[src/rtl/pipe_reg_skid.sv]
// rtl/pipe_reg_skid.sv - valid/ready inter-stage pipeline register with optional skid entry, flush and scratch feedback
module pipe_reg_skid #(
  parameter int                DATA_W      = 128,
  parameter int                SCRATCH_W   = 66,
  parameter logic [DATA_W-1:0] NOP_PAYLOAD = {DATA_W{1'b0}},
  parameter bit                SKID        = 1'b1
) (
  input  logic                 clk,
  input  logic                 rst,
  input  logic                 flush,
  input  logic                 up_valid,
  output logic                 up_ready,
  input  logic [DATA_W-1:0]    up_data,
  input  logic                 up_busy,
  input  logic [SCRATCH_W-1:0] scratch_i,
  output logic [SCRATCH_W-1:0] scratch_o,
  output logic                 dn_valid,
  input  logic                 dn_ready,
  output logic [DATA_W-1:0]    dn_data,
  output logic [1:0]           occupancy
);

  logic              main_valid;
  logic [DATA_W-1:0] main_data;
  logic              skid_valid;
  logic              accept;
  logic              emit;

  assign accept = up_valid & up_ready;
  assign emit   = main_valid & dn_ready;

  generate
    if (SKID) begin : g_skid
      logic [DATA_W-1:0] skid_data;
      logic              load_main;

      // Ready depends only on held state, never on dn_ready.
      assign up_ready  = rst & ~skid_valid;
      assign load_main = ~main_valid | emit;

      always_ff @(posedge clk or negedge rst) begin
        if (!rst) begin
          main_valid <= 1'b0;
          main_data  <= NOP_PAYLOAD;
          skid_valid <= 1'b0;
          skid_data  <= NOP_PAYLOAD;
        end else if (flush) begin
          main_valid <= 1'b0;
          main_data  <= NOP_PAYLOAD;
          skid_valid <= 1'b0;
          skid_data  <= NOP_PAYLOAD;
        end else if (load_main) begin
          if (skid_valid) begin
            main_valid <= 1'b1;
            main_data  <= skid_data;
            skid_valid <= accept;
            skid_data  <= accept ? up_data : NOP_PAYLOAD;
          end else if (accept) begin
            main_valid <= 1'b1;
            main_data  <= up_data;
          end else begin
            main_valid <= 1'b0;
            main_data  <= NOP_PAYLOAD;
          end
        end else if (accept) begin
          skid_valid <= 1'b1;
          skid_data  <= up_data;
        end
      end
    end else begin : g_single
      assign skid_valid = 1'b0;
      assign up_ready   = rst & (~main_valid | dn_ready);

      always_ff @(posedge clk or negedge rst) begin
        if (!rst) begin
          main_valid <= 1'b0;
          main_data  <= NOP_PAYLOAD;
        end else if (flush) begin
          main_valid <= 1'b0;
          main_data  <= NOP_PAYLOAD;
        end else if (accept) begin
          main_valid <= 1'b1;
          main_data  <= up_data;
        end else if (emit) begin
          main_valid <= 1'b0;
          main_data  <= NOP_PAYLOAD;
        end
      end
    end
  endgenerate

  // Scratch ignores dn_ready so a downstream stall cannot disturb a multi-cycle op.
  always_ff @(posedge clk or negedge rst) begin
    if (!rst) begin
      scratch_o <= '0;
    end else if (flush) begin
      scratch_o <= '0;
    end else if (up_busy) begin
      scratch_o <= scratch_i;
    end else begin
      scratch_o <= '0;
    end
  end

  assign dn_valid  = main_valid;
  assign dn_data   = main_data;
  assign occupancy = {1'b0, main_valid} + {1'b0, skid_valid};

endmodule
[config.mk]
export PLATFORM = sky130hd
export DESIGN_NAME = pipe_reg_skid
export DESIGN_NICKNAME = d
export VERILOG_FILES = /design/src/rtl/pipe_reg_skid.sv
export SDC_FILE = /design/constraint.sdc
export NUM_CORES = 1
export LEC_CHECK = 0
export ABC_AREA = 1
export BUFFER_PORTS_ARGS = -buffer_cell sky130_fd_sc_hd__clkbuf_2
export CAP_MARGIN = 20
export CORE_MARGIN = 4
export CORE_UTILIZATION = 50
export DETAILED_ROUTE_END_ITERATION = 6
export PLACE_DENSITY_LB_ADDON = 0.1
export SYNTH_ARGS = -nofsm -noshare
export SYNTH_HDL_FRONTEND = slang
export SYNTH_SLANG_ARGS = --single-unit
[constraint.sdc]
create_clock -name clk -period 1.4 [get_ports clk]
set_input_delay 0.28 -clock clk [delete_from_list [all_inputs] [get_ports clk]]
set_output_delay 0.28 -clock clk [all_outputs]
set_load 0.01 [all_outputs]
==> impl_metrics.py <==
metrics = {
    "power_and_ir_drop": {
        "cellLeakagePower_nw": 13.3,
        "power_density_nw_per_um2": 1010,
        "finalPower_mw": 23.8,
        "ir_drop_mv": 1.05,
    },
    "sta": {
        "fin_crit_ns": 1.78,
        "tightest_slew_ns": 0.671,
        "final_hold_viol_count": 0,
        "fmax_mhz": 561,
        "slew_violations": 0,
        "fin_skew_ns": 0.0139,
        "fin_crit_sh_pct": 127,
        "setup_ws_ns": -0.382,
        "rsz0062_at_grt": "yes",
        "setup_viol": 262,
        "relSlewSlack_pct": 55.3,
        "whs_ns": 0.0000454,
    },
    "place": {
        "place_congestion": 0.843,
        "dp_hpwl_um": 28800,
        "portBuffers": 397,
        "pre_cts_ws_ns": -0.100,
    },
    "synth": {
        "syn_inst": 2027,
        "synth-main-ff-cell": "dfrtp_1",
        "yosysTopAreaCell": "dfrtp_1",
        "synthArstFlopShare_pct": 100,
        "synth_nets": 2228,
        "synth.avg_cell_area_sq_um": 7.32,
        "synth_top_area_share_pct": 54.7,
        "post-synth-top-count-cell": "nand2_1",
        "ys_top_cells_by_area": "dfrtp_1 (55%), nand2_1 (34%), a21oi_1 (4.4%)",
        "syn-cell-area_sq_um": 14800,
        "synth_edf_count": 0,
        "seq_area_frac_synth_pct": 54.7,
        "ys_ff_latch": 324,
        "yosys_warnings": 0,
        "synthTopCellsByCount": "nand2_1 (1,351), dfrtp_1 (324), a21oi_1 (129)",
        "synth_cell_types": 16,
    },
    "critical_path": {
        "path_max_fanout": 3,
        "crit_chain": "buf_8 -> ha_4 -> buf_6",
        "startpoint": "skid_valid",
        "r2r_cells": 11,
        "cp_slowest_stage_delay_ns": 0.49,
        "crit_type": "reg2out",
        "cp-end-kind": "primary output",
        "critPathArrivalTime_ns": 1.50,
        "worst-r2r-setup-slack_ns": -0.34,
        "critPathLaunchType": "flip-flop",
        "reg2reg_to": "dn_data[119]",
        "rr_startpoint": "skid_valid",
        "critPathSlowestCell": "dfrtp_4",
        "crit_required_ns": 1.12,
        "endpoint": "occupancy[0]",
    },
    "cts": {
        "cts_made_buffers": 36,
        "clockBufferDepth": 3,
        "clock_latency_ns": 0.53,
        "cts_max_level": 2,
        "cts.sinks": 324,
        "clk_pin_slew_worst_paths_ns": 0.06,
        "cts_tree": "built",
        "root_buffer": "clkbuf_16",
    },
    "route": {
        "wire_per_inst_um": 21.5,
        "ant_nets": 0,
        "routed_wl_um": 63700,
        "drt_first_pass_iters": 7,
        "drt-initial-drc-count": 1706,
        "route.detailed.drc": 15,
        "viasPerCell": 5.64,
        "routed-via-count": 16700,
    },
    "grt": {
        "grt_pass1_vias": 15600,
        "grt_pass1_wl_um": 86800,
        "grt_max_degree": 121,
        "antenna_found_initial": 7,
        "track_usage_pct": 33.4,
        "grt.overflow.total": 0,
    },
    "finish": {
        "drive_above_1_share_pct": 39.0,
        "area_growth_pct": 58.4,
        "final_util_pct": 81.0,
        "fillers": 1775,
        "nets": 2747,
    },
    "run": {
        "maxCapViolCount": 0,
    },
    "run_status": {
        "failed_checks": "DRC, setup timing",
        "status": "complete, but fails checks",
    },
    "floorplan": {
        "ios": 398,
        "start_util_pct": 51.1,
        "die_w_um": 180,
        "die_area_sq_um": 32500,
        "die_h_um": 180,
        "rows": 62,
        "coreArea_sq_um": 29000,
    },
    "min_path": {
        "hp-class": "in2async",
    },
}
-- layer usage --
| layer | GRT usage (%) | vias up | share of wire, % |
|---|---|---|---|
| li1 | - | 7227 | - |
| met1 | 42.5 | 7852 | 35 |
| met3 | 10.2 | 356 | 12 |
| met2 | 52.5 | 1273 | 46 |
| met5 | 0 | - | 0.052 |
| met4 | 15.8 | 4 | 6.7 |
-- where the power goes --
part	internal, mW	leakage, nW	switching, mW
sequential	9.74	4.42	0.246
combinational	1.74	8.26	2.36
clock	5.73	0.594	3.97
total	17.2	13.3	6.58
-- metrics by stage --
stage,area (sq um),TNS [ns],std cells
detailed placement,17400,-3.35,2718
CTS,21200,-80.90,2918
finish,23500,-65.99,2961
floorplan,14800,0,2027
global placement,17400,-2.05,2718
global route,23500,-75.86,2960
-- final cells by class --
class | instances | area (sq um) | share of cell area (%)
Tap cell | 384 | 480 | 2.05
Inverter | 8 | 63.8 | 0.272
Timing Repair inverter | 2 | 50.0 | 0.213
Clock inverter | 6 | 62.6 | 0.266
Antenna cell | 5 | 12.5 | 0.0533
Timing Repair Buffer | 618 | 5780 | 24.6
Multi-Input combinational cell | 1556 | 7790 | 33.2
Clock buffer | 58 | 1130 | 4.83
Sequential cell | 324 | 8110 | 34.5
-- worst min-delay path by stage --
stage	from	end	slack (ns)	cells past startpoint
finish	rst	g_skid.skid_data[36]	0.00005	3
global route	scratch_i[50]	scratch_o[50]	0.02	3
CTS	scratch_i[1]	scratch_o[1]	0.002	3
detailed placement	rst	dn_data[41]	0.26	2
global placement	rst	dn_data[41]	0.26	2
floorplan	rst	dn_data[0]	-0.02	0
-- registers in the layout, indices dropped and copies added (netlist names) --
signal / count
dn_data: 128
g_skid.skid_data: 128
dn_valid: 1
skid_valid: 1
scratch_o: 66
-- layout by cell type (no fill, tap or decap), drive strengths merged --
| master | n |
|---|---|
| bufinv | 1 |
| dfrtp | 324 |
| nand3 | 2 |
| clkinv | 5 |
| dlygate4sd3 | 64 |
| inv | 10 |
| diode | 5 |
| nand2 | 1352 |
| o21ai | 3 |
| clkbuf | 475 |
| or2 | 1 |
| ha | 1 |
| nor2 | 68 |
| buf | 137 |
| a21oi | 129 |
-- timing repair --
action | in CTS | in global routing
pin swaps | 8 | 102
resized for setup | 142 | 505
hold buffers | 64 | 0
cloned | 42 | 33
setup endpoints to repair | 199 | 264
endpoints found under the hold margin | 73 | 0
setup buffers | 31 | 22
-- critical path, delay by kind of cell, from the launching register on --
kind	cells	cell delay [ns]
DFF	1	0.49
buffers and inverters	2	0.23
adders and majority gates	1	0.25
-- kinds of logic (layout without fill, tap and decap cells) --
group	after synthesis	in the layout	synth area share (%)
AO/OA/AOI/OAI	132	132	4.45
adder cells (fa/ha/maj)	1	1	0.0843
other	0	5	0
buffers and inverters	148	692	4.72
flip-flops	324	324	54.7
AND/OR/NAND/NOR	1422	1423	36.1
Power figures use the tool's default switching activity.
